File: config.mk
export PLATFORM = sky130hd
export DESIGN_NAME = rs232_audio_receiver
export DESIGN_NICKNAME = d
export VERILOG_FILES = /design/src/rtl/load_pkg.sv /design/src/rtl/audio_word_fifo.sv /design/src/rtl/rs232_audio_receiver.sv
export SDC_FILE = /design/constraint.sdc
export NUM_CORES = 1
export LEC_CHECK = 0
export ABC_AREA = 1
export ABC_CLOCK_PERIOD_IN_PS = 3940
export CAP_MARGIN = 20
export CORE_MARGIN = 1
export CORE_UTILIZATION = 57
export DETAILED_ROUTE_END_ITERATION = 8
export HOLD_SLACK_MARGIN = 0.15
export PLACE_DENSITY_LB_ADDON = 0.2
export SYNTH_ARGS = -nofsm -noshare
export SYNTH_HDL_FRONTEND = slang
export SYNTH_SLANG_ARGS = --single-unit
File: constraint.sdc
create_clock -name i_clk -period 3.94 [get_ports i_clk]
set_input_delay 0.394 -clock i_clk [delete_from_list [all_inputs] [get_ports i_clk]]
set_output_delay 0.394 -clock i_clk [all_outputs]
set_load 0.05 [all_outputs]
File: src/rtl/load_pkg.sv
// rtl/load_pkg.sv - shared types and constants for the UART-to-SDRAM load path
package load_pkg;

    typedef enum logic [1:0] {
        S_HDR,
        S_DATA,
        S_DONE
    } rx_state_t;

    localparam int BYTES_PER_WORD = 4;
    localparam int HDR_BYTES      = 4;

endpackage

File: src/rtl/audio_word_fifo.sv
// rtl/audio_word_fifo.sv - first-word-fall-through word FIFO with same-cycle push/pop
module audio_word_fifo #(
    parameter int WIDTH = 33,
    parameter int DEPTH = 4
) (
    input  logic             i_clk,
    input  logic             i_rst,
    input  logic             i_push,
    input  logic [WIDTH-1:0] i_push_data,
    input  logic             i_pop,
    output logic [WIDTH-1:0] o_head,
    output logic             o_full,
    output logic             o_empty
);

    localparam int AW = $clog2(DEPTH);

    logic [WIDTH-1:0] mem [DEPTH];
    logic [AW:0]      wr_ptr;
    logic [AW:0]      rd_ptr;
    logic             do_push;
    logic             do_pop;

    // A pop in the same cycle frees the head slot, so a push into a full FIFO is legal then.
    assign do_pop  = i_pop && !o_empty;
    assign do_push = i_push && (!o_full || do_pop);

    assign o_empty = (wr_ptr == rd_ptr);
    assign o_full  = (wr_ptr[AW] != rd_ptr[AW]) && (wr_ptr[AW-1:0] == rd_ptr[AW-1:0]);
    assign o_head  = mem[rd_ptr[AW-1:0]];

    // Pointer update; the extra MSB distinguishes full from empty.
    always_ff @(posedge i_clk) begin
        if (i_rst) begin
            wr_ptr <= '0;
            rd_ptr <= '0;
        end else begin
            if (do_push) wr_ptr <= wr_ptr + 1'b1;
            if (do_pop)  rd_ptr <= rd_ptr + 1'b1;
        end
    end

    // Storage write; contents need no reset because the pointers gate visibility.
    always_ff @(posedge i_clk) begin
        if (do_push) mem[wr_ptr[AW-1:0]] <= i_push_data;
    end

endmodule

File: src/rtl/rs232_audio_receiver.sv
// rtl/rs232_audio_receiver.sv - parses word-count header and packs UART bytes into 32-bit words
module rs232_audio_receiver
    import load_pkg::*;
#(
    parameter int FIFO_DEPTH = 4,
    parameter int CNT_W      = 23
) (
    input  logic             i_clk,
    input  logic             i_rst,
    input  logic             i_rx_valid,
    input  logic [7:0]       i_rx_byte,
    output logic             o_word_valid,
    output logic [31:0]      o_word_data,
    output logic             o_word_last,
    input  logic             i_word_ready,
    output logic             o_rx_done,
    output logic             o_overflow,
    output logic             o_count_err,
    output logic [CNT_W-1:0] o_words_left
);

    localparam logic [31:0] MAX_COUNT = 32'd1 << CNT_W;

    rx_state_t      state;
    rx_state_t      state_nxt;
    logic [1:0]     hdr_idx;
    logic [1:0]     byte_idx;
    logic [23:0]    hdr_shift;
    logic [23:0]    lanes;
    logic [31:0]    hdr_full;
    logic [CNT_W:0] total;
    logic [CNT_W:0] push_cnt;
    logic [CNT_W:0] words_left;
    logic           hdr_take;
    logic           count_zero;
    logic           count_big;
    logic           byte_take;
    logic           word_done;
    logic           pop;
    logic           push;
    logic           push_ok;
    logic           last_pop;
    logic           fifo_full;
    logic           fifo_empty;
    logic [32:0]    fifo_head;
    logic [32:0]    push_word;

    assign hdr_full   = {i_rx_byte, hdr_shift};
    assign hdr_take   = (state == S_HDR) && i_rx_valid && (hdr_idx == 2'(HDR_BYTES - 1));
    assign count_zero = (hdr_full == 32'd0);
    assign count_big  = (hdr_full > MAX_COUNT);

    // Bytes beyond the announced word count are silently ignored.
    assign byte_take = (state == S_DATA) && (push_cnt < total) && i_rx_valid;
    assign word_done = byte_take && (byte_idx == 2'(BYTES_PER_WORD - 1));
    assign pop       = o_word_valid && i_word_ready;
    assign push_ok   = !fifo_full || pop;
    assign push      = word_done && push_ok;
    assign last_pop  = pop && (words_left == (CNT_W+1)'(1));
    assign push_word = {(push_cnt + (CNT_W+1)'(1)) == total, i_rx_byte, lanes};

    audio_word_fifo #(
        .WIDTH (33),
        .DEPTH (FIFO_DEPTH)
    ) u_fifo (
        .i_clk       (i_clk),
        .i_rst       (i_rst),
        .i_push      (push),
        .i_push_data (push_word),
        .i_pop       (pop),
        .o_head      (fifo_head),
        .o_full      (fifo_full),
        .o_empty     (fifo_empty)
    );

    // State register.
    always_ff @(posedge i_clk) begin
        if (i_rst) state <= S_HDR;
        else       state <= state_nxt;
    end

    // Next state: header decides between data phase and immediate completion.
    always_comb begin
        state_nxt = state;
        case (state)
            S_HDR:   if (hdr_take) state_nxt = (count_zero || count_big) ? S_DONE : S_DATA;
            S_DATA:  if (last_pop) state_nxt = S_DONE;
            default: state_nxt = S_DONE;
        endcase
    end

    // Outputs: data is only presented during the data phase and masked to zero otherwise.
    always_comb begin
        o_word_valid = (state == S_DATA) && !fifo_empty;
        o_word_data  = o_word_valid ? fifo_head[31:0] : 32'd0;
        o_word_last  = o_word_valid && fifo_head[32];
        o_rx_done    = (state == S_DONE) && !o_count_err;
        o_words_left = words_left[CNT_W] ? '1 : words_left[CNT_W-1:0];
    end

    // Header assembly, byte packing, counters and sticky error flags.
    always_ff @(posedge i_clk) begin
        if (i_rst) begin
            hdr_idx     <= '0;
            hdr_shift   <= '0;
            byte_idx    <= '0;
            lanes       <= '0;
            total       <= '0;
            push_cnt    <= '0;
            words_left  <= '0;
            o_overflow  <= 1'b0;
            o_count_err <= 1'b0;
        end else begin
            if ((state == S_HDR) && i_rx_valid) begin
                hdr_shift <= {i_rx_byte, hdr_shift[23:8]};
                hdr_idx   <= hdr_idx + 2'd1;
            end
            if (hdr_take) begin
                if (count_big) begin
                    o_count_err <= 1'b1;
                end else if (!count_zero) begin
                    total      <= hdr_full[CNT_W:0];
                    words_left <= hdr_full[CNT_W:0];
                end
            end
            if (byte_take) begin
                if (!word_done) begin
                    lanes    <= {i_rx_byte, lanes[23:8]};
                    byte_idx <= byte_idx + 2'd1;
                end else if (push_ok) begin
                    byte_idx <= '0;
                    push_cnt <= push_cnt + (CNT_W+1)'(1);
                end else begin
                    o_overflow <= 1'b1;
                end
            end
            if (pop) words_left <= words_left - (CNT_W+1)'(1);
        end
    end

endmodule
# --- Word-level counts from Yosys, hierarchy flattened ---
# Memory sizes are Yosys's and may differ from the RTL's. A register that Yosys moved wholly into a read port is not among the register bits.
# Index checks and enable logic that the tools add are counted.
totals:
  regBits: 134
  ramBits: 132
  word_cells: 86
  input_bits: 12
  mem_count: 1
op_classes:
  add_sub_neg: 6
  n_bitwise: 4
  eq_ne: 14
  mux: 16
  magnitude_cmp: 2
  reduce_logical: 31
memory_table:
  columns: ["name", "words", "width", "read_ports", "rd_clocked_by_memory_dff", "write_ports", "line", "rtl"]
  rows:
  - ["u_fifo.mem", 4, 33, 1, 1, 1, "audio_word_fifo.sv:18", "logic [WIDTH-1:0] mem [DEPTH];"]
ops:
  columns: ["op", "n"]
  rows:
  - ["24-bit two-way mux", 4]
  - ["32-bit by 24-bit > comparator with 1-bit output, second input constant", 1]
  - ["32-bit logical NOT", 1]
  - ["32-bit two-way mux", 1]
  - ["24-bit by 1-bit adder with 24-bit output, second input constant", 1]
  - ["24-bit by 1-bit equality test with 1-bit output, second input constant", 1]
  - ["24-bit equality test", 1]
  - ["24-bit less-than comparator", 1]
  - ["24-bit by 1-bit subtractor with 24-bit output, second input constant", 1]
  - ["23-bit two-way mux", 1]
  - ["1-bit logical AND", 14]
  - ["2-bit two-way mux", 7]
  - ["3-bit AND reduction", 4]
  - ["2-bit AND reduction", 4]
  - ["3-bit by 1-bit adder with 3-bit output, second input constant", 2]
  - ["2-bit equality test, second input constant", 3]
  - ["2-bit by 1-bit inequality test with 1-bit output, second input constant", 3]
  - ["2-bit by 1-bit adder with 2-bit output, second input constant", 2]
  - ["2-bit inequality test, second input constant", 2]
  - ["1-bit NOT", 4]
  - ["2-bit case mux with 2 select lines", 1]
  - ["3-bit equality test", 1]
  - ["1-bit logical NOT", 3]
  - ["1-bit logical OR", 3]
  - ["6 further kinds", 7]

# --- Logic depth before layout (Yosys ltp) ---
# Gate-level depths: netlist (run 1).
depth:
  word_depth: 9
  mapped_depth: 16
  mapped_depth_nobuf: 15

# --- Modules after synthesis ---
# From an unflattened synthesis (run 1), not the netlist that was laid out.
hier_totals:
  cells_unflattened: 1692
  hier_area_um2: 13276.5
by_module_without_submodules:
  columns: ["module", "area_per_inst_um2", "seq_area_each_um2", "n_inst", "cells_per_inst"]
  rows:
  - ["rs232_audio_receiver", 7957.6, 2562.5, 1, 1307]
  - ["audio_word_fifo", 5318.9, 4124.0, 1, 385]

# --- Worst setup path after synthesis (run 1) ---
# No wires, ideal clock.
synth_path:
  kind: "register to register"
  start: "reg total[15]"
  end: "mem u_fifo.mem[3][0] (enable)"
  synth_period_minus_slack_ns: 3.392
  arrival_ns: 2.969
  path_stages_with_launch: 12
  setup_slack_ns: 0.548
  path_buffers: 1
  path_cell_list: "dfxtp_1 > inv_1 > ha_1 > a21o_1 > nor2_1 > nand2_1 > nand2_1 > nand2_1 > nor2_4 > nand3_2 > buf_2 > nor2_1"
synth_between:
  elab_chain_len: 8
synth_rtl:
  columns: ["item", "line", "rtl"]
  rows:
  - ["from (decl)", "rs232_audio_receiver.sv:31", "logic [CNT_W:0] total;"]
  - ["from (signal assigned)", "rs232_audio_receiver.sv:122", "total <= hdr_full[CNT_W:0];"]
  - ["24-bit less-than comparator", "rs232_audio_receiver.sv:54", "assign byte_take = (state == S_DATA) && (push_cnt < total) && i_rx_valid;"]
  - ["1-bit logical AND (2 in a row)", "rs232_audio_receiver.sv:54", null]
  - ["1-bit logical AND", "rs232_audio_receiver.sv:55", "assign word_done = byte_take && (byte_idx == 2'(BYTES_PER_WORD - 1));"]
  - ["1-bit logical AND", "rs232_audio_receiver.sv:58", "assign push = word_done && push_ok;"]
  - ["1-bit logical AND", "audio_word_fifo.sv:26", "assign do_push = i_push && (!o_full || do_pop);"]
  - ["1-bit two-way mux", "audio_word_fifo.sv:45", "if (do_push) mem[wr_ptr[AW-1:0]] <= i_push_data;"]
  - ["1-bit two-way mux (implied by the code)", "audio_word_fifo.sv:45", null]
  - ["to (decl)", "audio_word_fifo.sv:18", null]
# No other way between the ends.

# --- Final worst setup path (run 1) ---
layout_path:
  start: "reg u_fifo.wr_ptr[1]"
  end: "out o_word_data[17]"
layout_between:
  elab_chain_len: 4
layout_rtl:
  columns: ["item", "line", "rtl"]
  rows:
  - ["from (decl)", "audio_word_fifo.sv:19", "logic [AW:0] wr_ptr;"]
  - ["from (signal assigned)", "audio_word_fifo.sv:38", "if (do_push) wr_ptr <= wr_ptr + 1'b1;"]
  - ["3-bit equality test", "audio_word_fifo.sv:28", "assign o_empty = (wr_ptr == rd_ptr);"]
  - ["1-bit logical NOT", "rs232_audio_receiver.sv:94", "o_word_valid = (state == S_DATA) && !fifo_empty;"]
  - ["1-bit logical AND", "rs232_audio_receiver.sv:94", null]
  - ["32-bit two-way mux", "rs232_audio_receiver.sv:95", "o_word_data = o_word_valid ? fifo_head[31:0] : 32'd0;"]
  - ["to (decl)", "rs232_audio_receiver.sv:13", "output logic [31:0] o_word_data,"]
# No other way between the ends.

==> metrics, run 1 <==
total negative setup slack 0 ps; GR Layer Usage met3 under 10%; number of nets with antenna violations after routing 0; most common library cell in the layout ignoring fill and taps sky130_fd_sc_hd__nand2_1; vias in the first global route slightly above 10k; multi-input combinational cell area approximately 5600 µm²; number of buffers and inverters on the critical path 1; placed cell areas about 14000 µm²; drt total wl approximately 33000 µm; CP cell instances xnor2_1 -> nand3_1 -> nand2_2 -> a21oi_1 -> clkdlybuf4s50_1; unrepaired setup endpoints after global routing no; Worst Hold Launch total[3]; number of buffers inserted to repair setup after CTS 0; global route overflow 0; placed wire-length estimate after detailed placement between 20000 and 25000 µm; effective utilization at floorplan 58.1%; met1 Track Usage GR between 30% and 40%; endpoint arrival time on the critical path between 2000 and 3000 ps; count of boundary I/O pins 72; via-per-instance ratio roughly 5.5; top library cells by usage in the layout, fill and taps aside 399 x sky130_fd_sc_hd__nand2_1, 288 x sky130_fd_sc_hd__nor2_1, 150 x sky130_fd_sc_hd__a21oi_1, 145 x sky130_fd_sc_hd__inv_1, 135 x sky130_fd_sc_hd__dfxtp_1; core box area 22600 µm²; per-cell routed wire length roughly 16 µm; final design instance area without fill 15000 µm²; Hold Vio Cnt, Final 0; launch point of the worst path u_fifo.wr_ptr[1]; classification of the worst-slack hold path flop to flop; maximum ir drop on the vdd rail roughly 0.00035 V; DIE WIDTH about 150 µm; share of synthesized area occupied by flip-flops and latches about half; DIE AREA between 20000 and 25000 µm²; via total after detailed routing 11.3k; Post-route DRC 0; Relative slew margins 43.7%; filler cell count in the final layout 1864; busiest layer in global routing met2; 1st-pass router iterations 6; number of diodes added for antenna fixing 0; Layout area overhead 13.7%; pin count of the biggest net entering global routing 72; final core occ between 60% and 70%; count of routing violations after the opening detailed-route iteration between 800 and 900; gp weighted congestion between 0.8 and 0.9; endpoints failing setup 0; Mapped Cells between 1.5k and 2k; post-layout min period between 3000 and 4000 ps; row count 55; Synth Area per Inst roughly 8 µm²; CTS tree built; leakage power 6.19 nW; worst r2r src byte_idx[0]; standard cell with the maximum stage delay on the critical path sky130_fd_sc_hd__clkdlybuf4s50_1; number of warnings reported in the yosys synthesis log 0; Total Power Consumption 5.72 mW; non-filler cells in the finished layout about 2.0k; number of buffers added to fix hold violations after cts 0; Crit path max-delay family buffers and inverters; Clock Latency Late Sink between 500 and 600 ps; die boundary height approximately 150 µm; global-route wire length before repair 52800 µm; number of flip-flops and latches in the synthesized netlist around 270; Highest Clock Rate 309 MHz; Port Buf Inserts roughly 70; WS Path Type flop to primary output; Post-Synthesis Net Count 1729; layout cell share with drive strength beyond 1 ~6.8%; period utilization 82.1%; met2 usage between 40% and 50%; Worst Skew approximately 16 ps; Crit. End Element primary output; htree depth 1; max incr delay on CP ~850 ps; areal power density over the cells 383 nW/µm²; CP Max Fanout 35; clock-pin slew on the worst setup and hold paths around 60 ps; CTS-repair resized insts 0; Netlist cell types 38; total clock buffers created by CTS 27; GRT Total Usage ~28%; max cap viols 0; Max clock buf depth 3; number of cells in the design after placement a little under 2k; slew of the pin with the lowest slew margin 839 ps; Syn Std Cell Area 13200 µm²; buffer cell driving the clock tree root sky130_fd_sc_hd__clkbuf_16; Post-layout nets 1775; antenna violations before repair 0; required time worst endpoint 3550 ps; Pins Over Slew Limit 0; FF+latch area between 6000 and 7000 µm²; CTS Sinks roughly 270; status completed; critical path launch point type flop
## flip-flops by register name, summed over array words and instances, names as in the netlist, named ones only
register	count
total	24
hdr_shift	24
state	2
push_cnt	24
o_overflow	1
u_fifo.rd_ptr	3
words_left	24
u_fifo.wr_ptr	3
u_fifo.mem	132
byte_idx	2
hdr_idx	2
o_count_err	1
lanes	24
## report_power, final
part / internal, mW / leakage [nW] / switching, mW / total, mW
registers: 2.92 / 2.38 / 0.0218 / 2.94
clock network: 1.59 / 0.461 / 1.06 / 2.65
logic: 0.0373 / 3.35 / 0.0895 / 0.127
## layer usage
layer  vias to the layer above  routed length [µm]
met3                        80                2010
li1                       5603                   -
met1                      5178               13600
met4                         0                1090
met2                       425               16100
met5                         -                   0
## path summary, 6_finish.rpt
| path | end | slack (ps) | cells past startpoint |
|---|---|---|---|
| max | o_word_data[17] | 710 | 5 |
| min | total[3] | 470 | 2 |
| max reg2reg | lanes[9] | 1130 | 5 |
| min reg2reg | total[3] | 470 | 2 |
## cells in the mapped netlist, drive strengths merged
cell / instances / area [µm²]
nor3b: 3 / 22.5
a21oi: 150 / 751
edfxtp: 132 / 3960
o21ai: 119 / 596
nor2: 301 / 1170
xnor3: 2 / 45.0
xor2: 10 / 87.6
and2: 4 / 25.0
nand3b: 2 / 15.0
nand3: 116 / 603
clkinv: 3 / 11.3
nor4: 1 / 6.26
nor3: 6 / 41.3
o21a: 2 / 15.0
clkbuf: 40 / 150
nand2: 407 / 1550
or2: 1 / 6.26
ha: 34 / 425
xnor2: 5 / 43.8
a21o: 2 / 15.0
nand4: 22 / 138
inv: 149 / 559
dfxtp: 136 / 2720
nor2b: 1 / 6.26
buf: 33 / 170
o211ai: 2 / 15.0
## cell families after synthesis
family / count (synthesis) / synth area share [%]
simple gates: 864 / 27.3
compound gates: 275 / 10.6
flops: 268 / 50.8
buf+inv: 225 / 6.77
fa+ha+maj: 34 / 3.23
xor+xnor: 17 / 1.34
## worst reg2reg max path, cell delays in order (launching register included)
cell and delay, ps:
sky130_fd_sc_hd__dfxtp_1 380, sky130_fd_sc_hd__ha_1 510, sky130_fd_sc_hd__clkinv_1 800, sky130_fd_sc_hd__nand2_2 700, sky130_fd_sc_hd__nand2_1 140, sky130_fd_sc_hd__a21oi_1 190
## final cells by class
cell class	instances	share of cell area (%)
clock buffers	45	5.86
clock inverters	5	0.452
inverters	152	3.81
multi-input cells	1190	37.5
flip-flops and latches	268	44.7
well taps	285	2.38
repair buffers	90	5.29
## stage by stage
stage,setup WS [ps],hold slack (ps)
6_report,706,472
4_1_cts,631,466
2_1_floorplan,548,431
5_1_grt,440,485
3_3_place_gp,1180,450
3_5_place_dp,1140,459
Power figures use the tool's default switching activity.
==> run 2: changes to the inputs <==
--- a/config.mk
+++ b/config.mk
@@ -6,10 +6,10 @@
 export NUM_CORES = 1
 export LEC_CHECK = 0
 export ABC_AREA = 1
-export ABC_CLOCK_PERIOD_IN_PS = 3940
+export ABC_CLOCK_PERIOD_IN_PS = 2690
 export CAP_MARGIN = 20
 export CORE_MARGIN = 1
-export CORE_UTILIZATION = 57
+export CORE_UTILIZATION = 54
 export DETAILED_ROUTE_END_ITERATION = 8
 export HOLD_SLACK_MARGIN = 0.15
 export PLACE_DENSITY_LB_ADDON = 0.2
==> constraint.sdc (replaced) <==
create_clock -name i_clk -period 2.69 [get_ports i_clk]
set_input_delay 0.269 -clock i_clk [delete_from_list [all_inputs] [get_ports i_clk]]
set_output_delay 0.269 -clock i_clk [all_outputs]
set_load 0.05 [all_outputs]
==> metrics, run 2 (same netlist as run 1, synthesis figures left out) <==
drt total wl 33600 µm (was 32800 µm); layout cell share with drive strength beyond 1 8.98% (was 6.80%); classification of the worst-slack hold path input pin to flop (was flop to flop); filler cell count in the final layout 2019 (was 1864); period utilization 95.0%; post-layout min period about 2600 ps; max incr delay on CP 500 ps (was 850 ps); total negative setup slack 0 ps (unchanged); Highest Clock Rate slightly below 400 MHz; worst r2r src total[15] (was byte_idx[0]); status completed (unchanged); Crit. End Element primary output (unchanged); standard cell with the maximum stage delay on the critical path sky130_fd_sc_hd__clkinvlp_2 (was sky130_fd_sc_hd__clkdlybuf4s50_1); buffer cell driving the clock tree root sky130_fd_sc_hd__clkbuf_16 (unchanged); Worst Skew 14.1 ps (was 16.3 ps); global-route wire length before repair 53800 µm (was 52800 µm); Crit path max-delay family buffers and inverters (unchanged); Hold Vio Cnt, Final 0 (unchanged); unrepaired setup endpoints after global routing no (unchanged); global route overflow 0 (unchanged); non-filler cells in the finished layout 2100 (was 2035); Relative slew margins 43.6% (was 43.7%); count of routing violations after the opening detailed-route iteration 1015 (was 846); worst hold margin 462 ps (was 472 ps); pin count of the biggest net entering global routing 72 (unchanged); placed wire-length estimate after detailed placement 22800 µm (was 21100 µm); Pins Over Slew Limit 0 (unchanged); via total after detailed routing 11.4k (was 11.3k); slew of the pin with the lowest slew margin 846 ps (was 839 ps); DIE AREA 25000 µm² (was 23700 µm²); CTS tree built (unchanged); antenna violations before repair 0 (unchanged); endpoint arrival time on the critical path 2290 ps (was 2840 ps); CP Max Fanout 11 (was 35); final core occ 66.1% (about the same); maximum ir drop on the vdd rail 0.000510 V (was 0.000351 V); gp weighted congestion 0.930 (was 0.892); htree depth 1 (unchanged); Hold Path Depth 2 (unchanged); Worst Hold Launch i_rx_byte[0] (was total[3]); worst reg2reg path depth 11 (was 5); max cap viols 0 (unchanged); Post-layout nets 1806 (was 1775); DIE WIDTH 158 µm (was 154 µm); placed cell areas 14700 µm² (was 14000 µm²); CTS Sinks 268 (unchanged); reg-to-reg setup timing slack 260 ps (was 1130 ps); Clock Latency Late Sink 550 ps (about the same); number of buffers and inverters on the critical path 2 (was 1); busiest layer in global routing met2 (unchanged); GRT Total Usage 27.5% (was 27.8%); Port Buf Inserts 71 (unchanged); top library cells by usage in the layout, fill and taps aside 399 x sky130_fd_sc_hd__nand2_1, 288 x sky130_fd_sc_hd__nor2_1, 150 x sky130_fd_sc_hd__a21oi_1, 144 x sky130_fd_sc_hd__inv_1, 135 x sky130_fd_sc_hd__dfxtp_1 (was 399 x sky130_fd_sc_hd__nand2_1, 288 x sky130_fd_sc_hd__nor2_1, 150 x sky130_fd_sc_hd__a21oi_1, 145 x sky130_fd_sc_hd__inv_1, 135 x sky130_fd_sc_hd__dfxtp_1); final design instance area without fill 15600 µm² (was 15000 µm²); number of cells in the design after placement 2048 (was 1984); total clock buffers created by CTS 27 (unchanged); GR Layer Usage met3 3.53% (was 3.21%); count of boundary I/O pins 72 (unchanged); 1st-pass router iterations 6 (unchanged); Max clock buf depth 3 (unchanged); per-cell routed wire length 16.0 µm (was 16.1 µm); endpoints failing setup 0 (unchanged); flip-flop count of the largest register, all copies and words added 132 (unchanged); met1 Track Usage GR 33.9% (was 35.7%); number of buffers added to fix hold violations after cts 0 (unchanged); CP cell instances clkinvlp_2 -> nor2_1 -> o21ai_0 -> a21oi_1 -> buf_12 (was xnor2_1 -> nand3_1 -> nand2_2 -> a21oi_1 -> clkdlybuf4s50_1); leakage power 6.51 nW (was 6.19 nW); number of diodes added for antenna fixing 0 (unchanged); required time worst endpoint 2420 ps (was 3550 ps); Layout area overhead 18.9% (was 13.7%); core box area 23700 µm² (was 22600 µm²); Hold EP u_fifo.mem[0][24] (was total[3]); endpoint of the worst register-to-register path u_fifo.mem[3][3] (was lanes[9]); clock-pin slew on the worst setup and hold paths 60 ps (about the same); via-per-instance ratio 5.43 (was 5.55); row count 56 (was 55); critical path launch point type flop (unchanged); WS Path Type flop to primary output (unchanged); areal power density over the cells 529 nW/µm² (was 383 nW/µm²); number of nets with antenna violations after routing 0 (unchanged); met2 usage 49.0% (was 48.4%); Post-route DRC 0 (unchanged); effective utilization at floorplan 55.6% (was 58.1%); die boundary height 158 µm (was 154 µm); vias in the first global route 11.0k (was 10.3k); most common library cell in the layout ignoring fill and taps sky130_fd_sc_hd__nand2_1 (unchanged)
==> run 2: cell count changes in the layout (fill, tap and decap cells not counted), sizes merged <==
cell / change
buf: +37
clkbuf: -7
clkdlybuf4s50: -7
clkinvlp: +4
clkinv: +3
bufinv: +1
==> run 2: worst max path at each step <==
stage,cells after the start,to,from
floorplan,11,u_fifo.mem[0][0],total[15]
global placement,10,u_fifo.mem[3][4],i_rx_valid
detailed placement,10,u_fifo.mem[3][5],i_rx_valid
CTS,6,o_word_data[30],flop
global route,5,o_word_data[31],flop
finish,5,o_word_data[20],flop
==> run 2: per-stage QoR <==
stage	power, mW	setup slack [ps]
finish	8.28	134
global placement	4.58	257
global route	8.50	12.7
CTS	8.32	94.6
detailed placement	4.59	204
floorplan	4.50	-165
==> run 2: final cells by class <==
class                   instances  area [µm²]  share of cell area, %
clock buffers                  38         767                   4.90
clock inverters                12         134                  0.856
inverters                     152         574                   3.67
multi-input cells            1190        5610                   35.9
flip-flops and latches        268        6690                   42.7
well taps                     319         399                   2.55
repair buffers                120        1470                   9.37
repair inverters                1        5.00                 0.0320
==> run 2: timing repair <==
action,4_1_cts,5_1_grt
buffers inserted,0,1
gates resized for setup,0,1
setup endpoints to repair,0,1
==> run 2: where the power goes <==
| part | switching [mW] | internal (mW) |
|---|---|---|
| registers | 0.0337 | 4.28 |
| clock network | 1.58 | 2.19 |
| logic | 0.130 | 0.0621 |
==> run 2: metal layers <==
| metal | part of all wire, % | wire, µm |
|---|---|---|
| met5 | 0 | 0 |
| met4 | 3.3 | 1100 |
| met3 | 6.5 | 2170 |
| met2 | 49 | 16600 |
| met1 | 41 | 13700 |
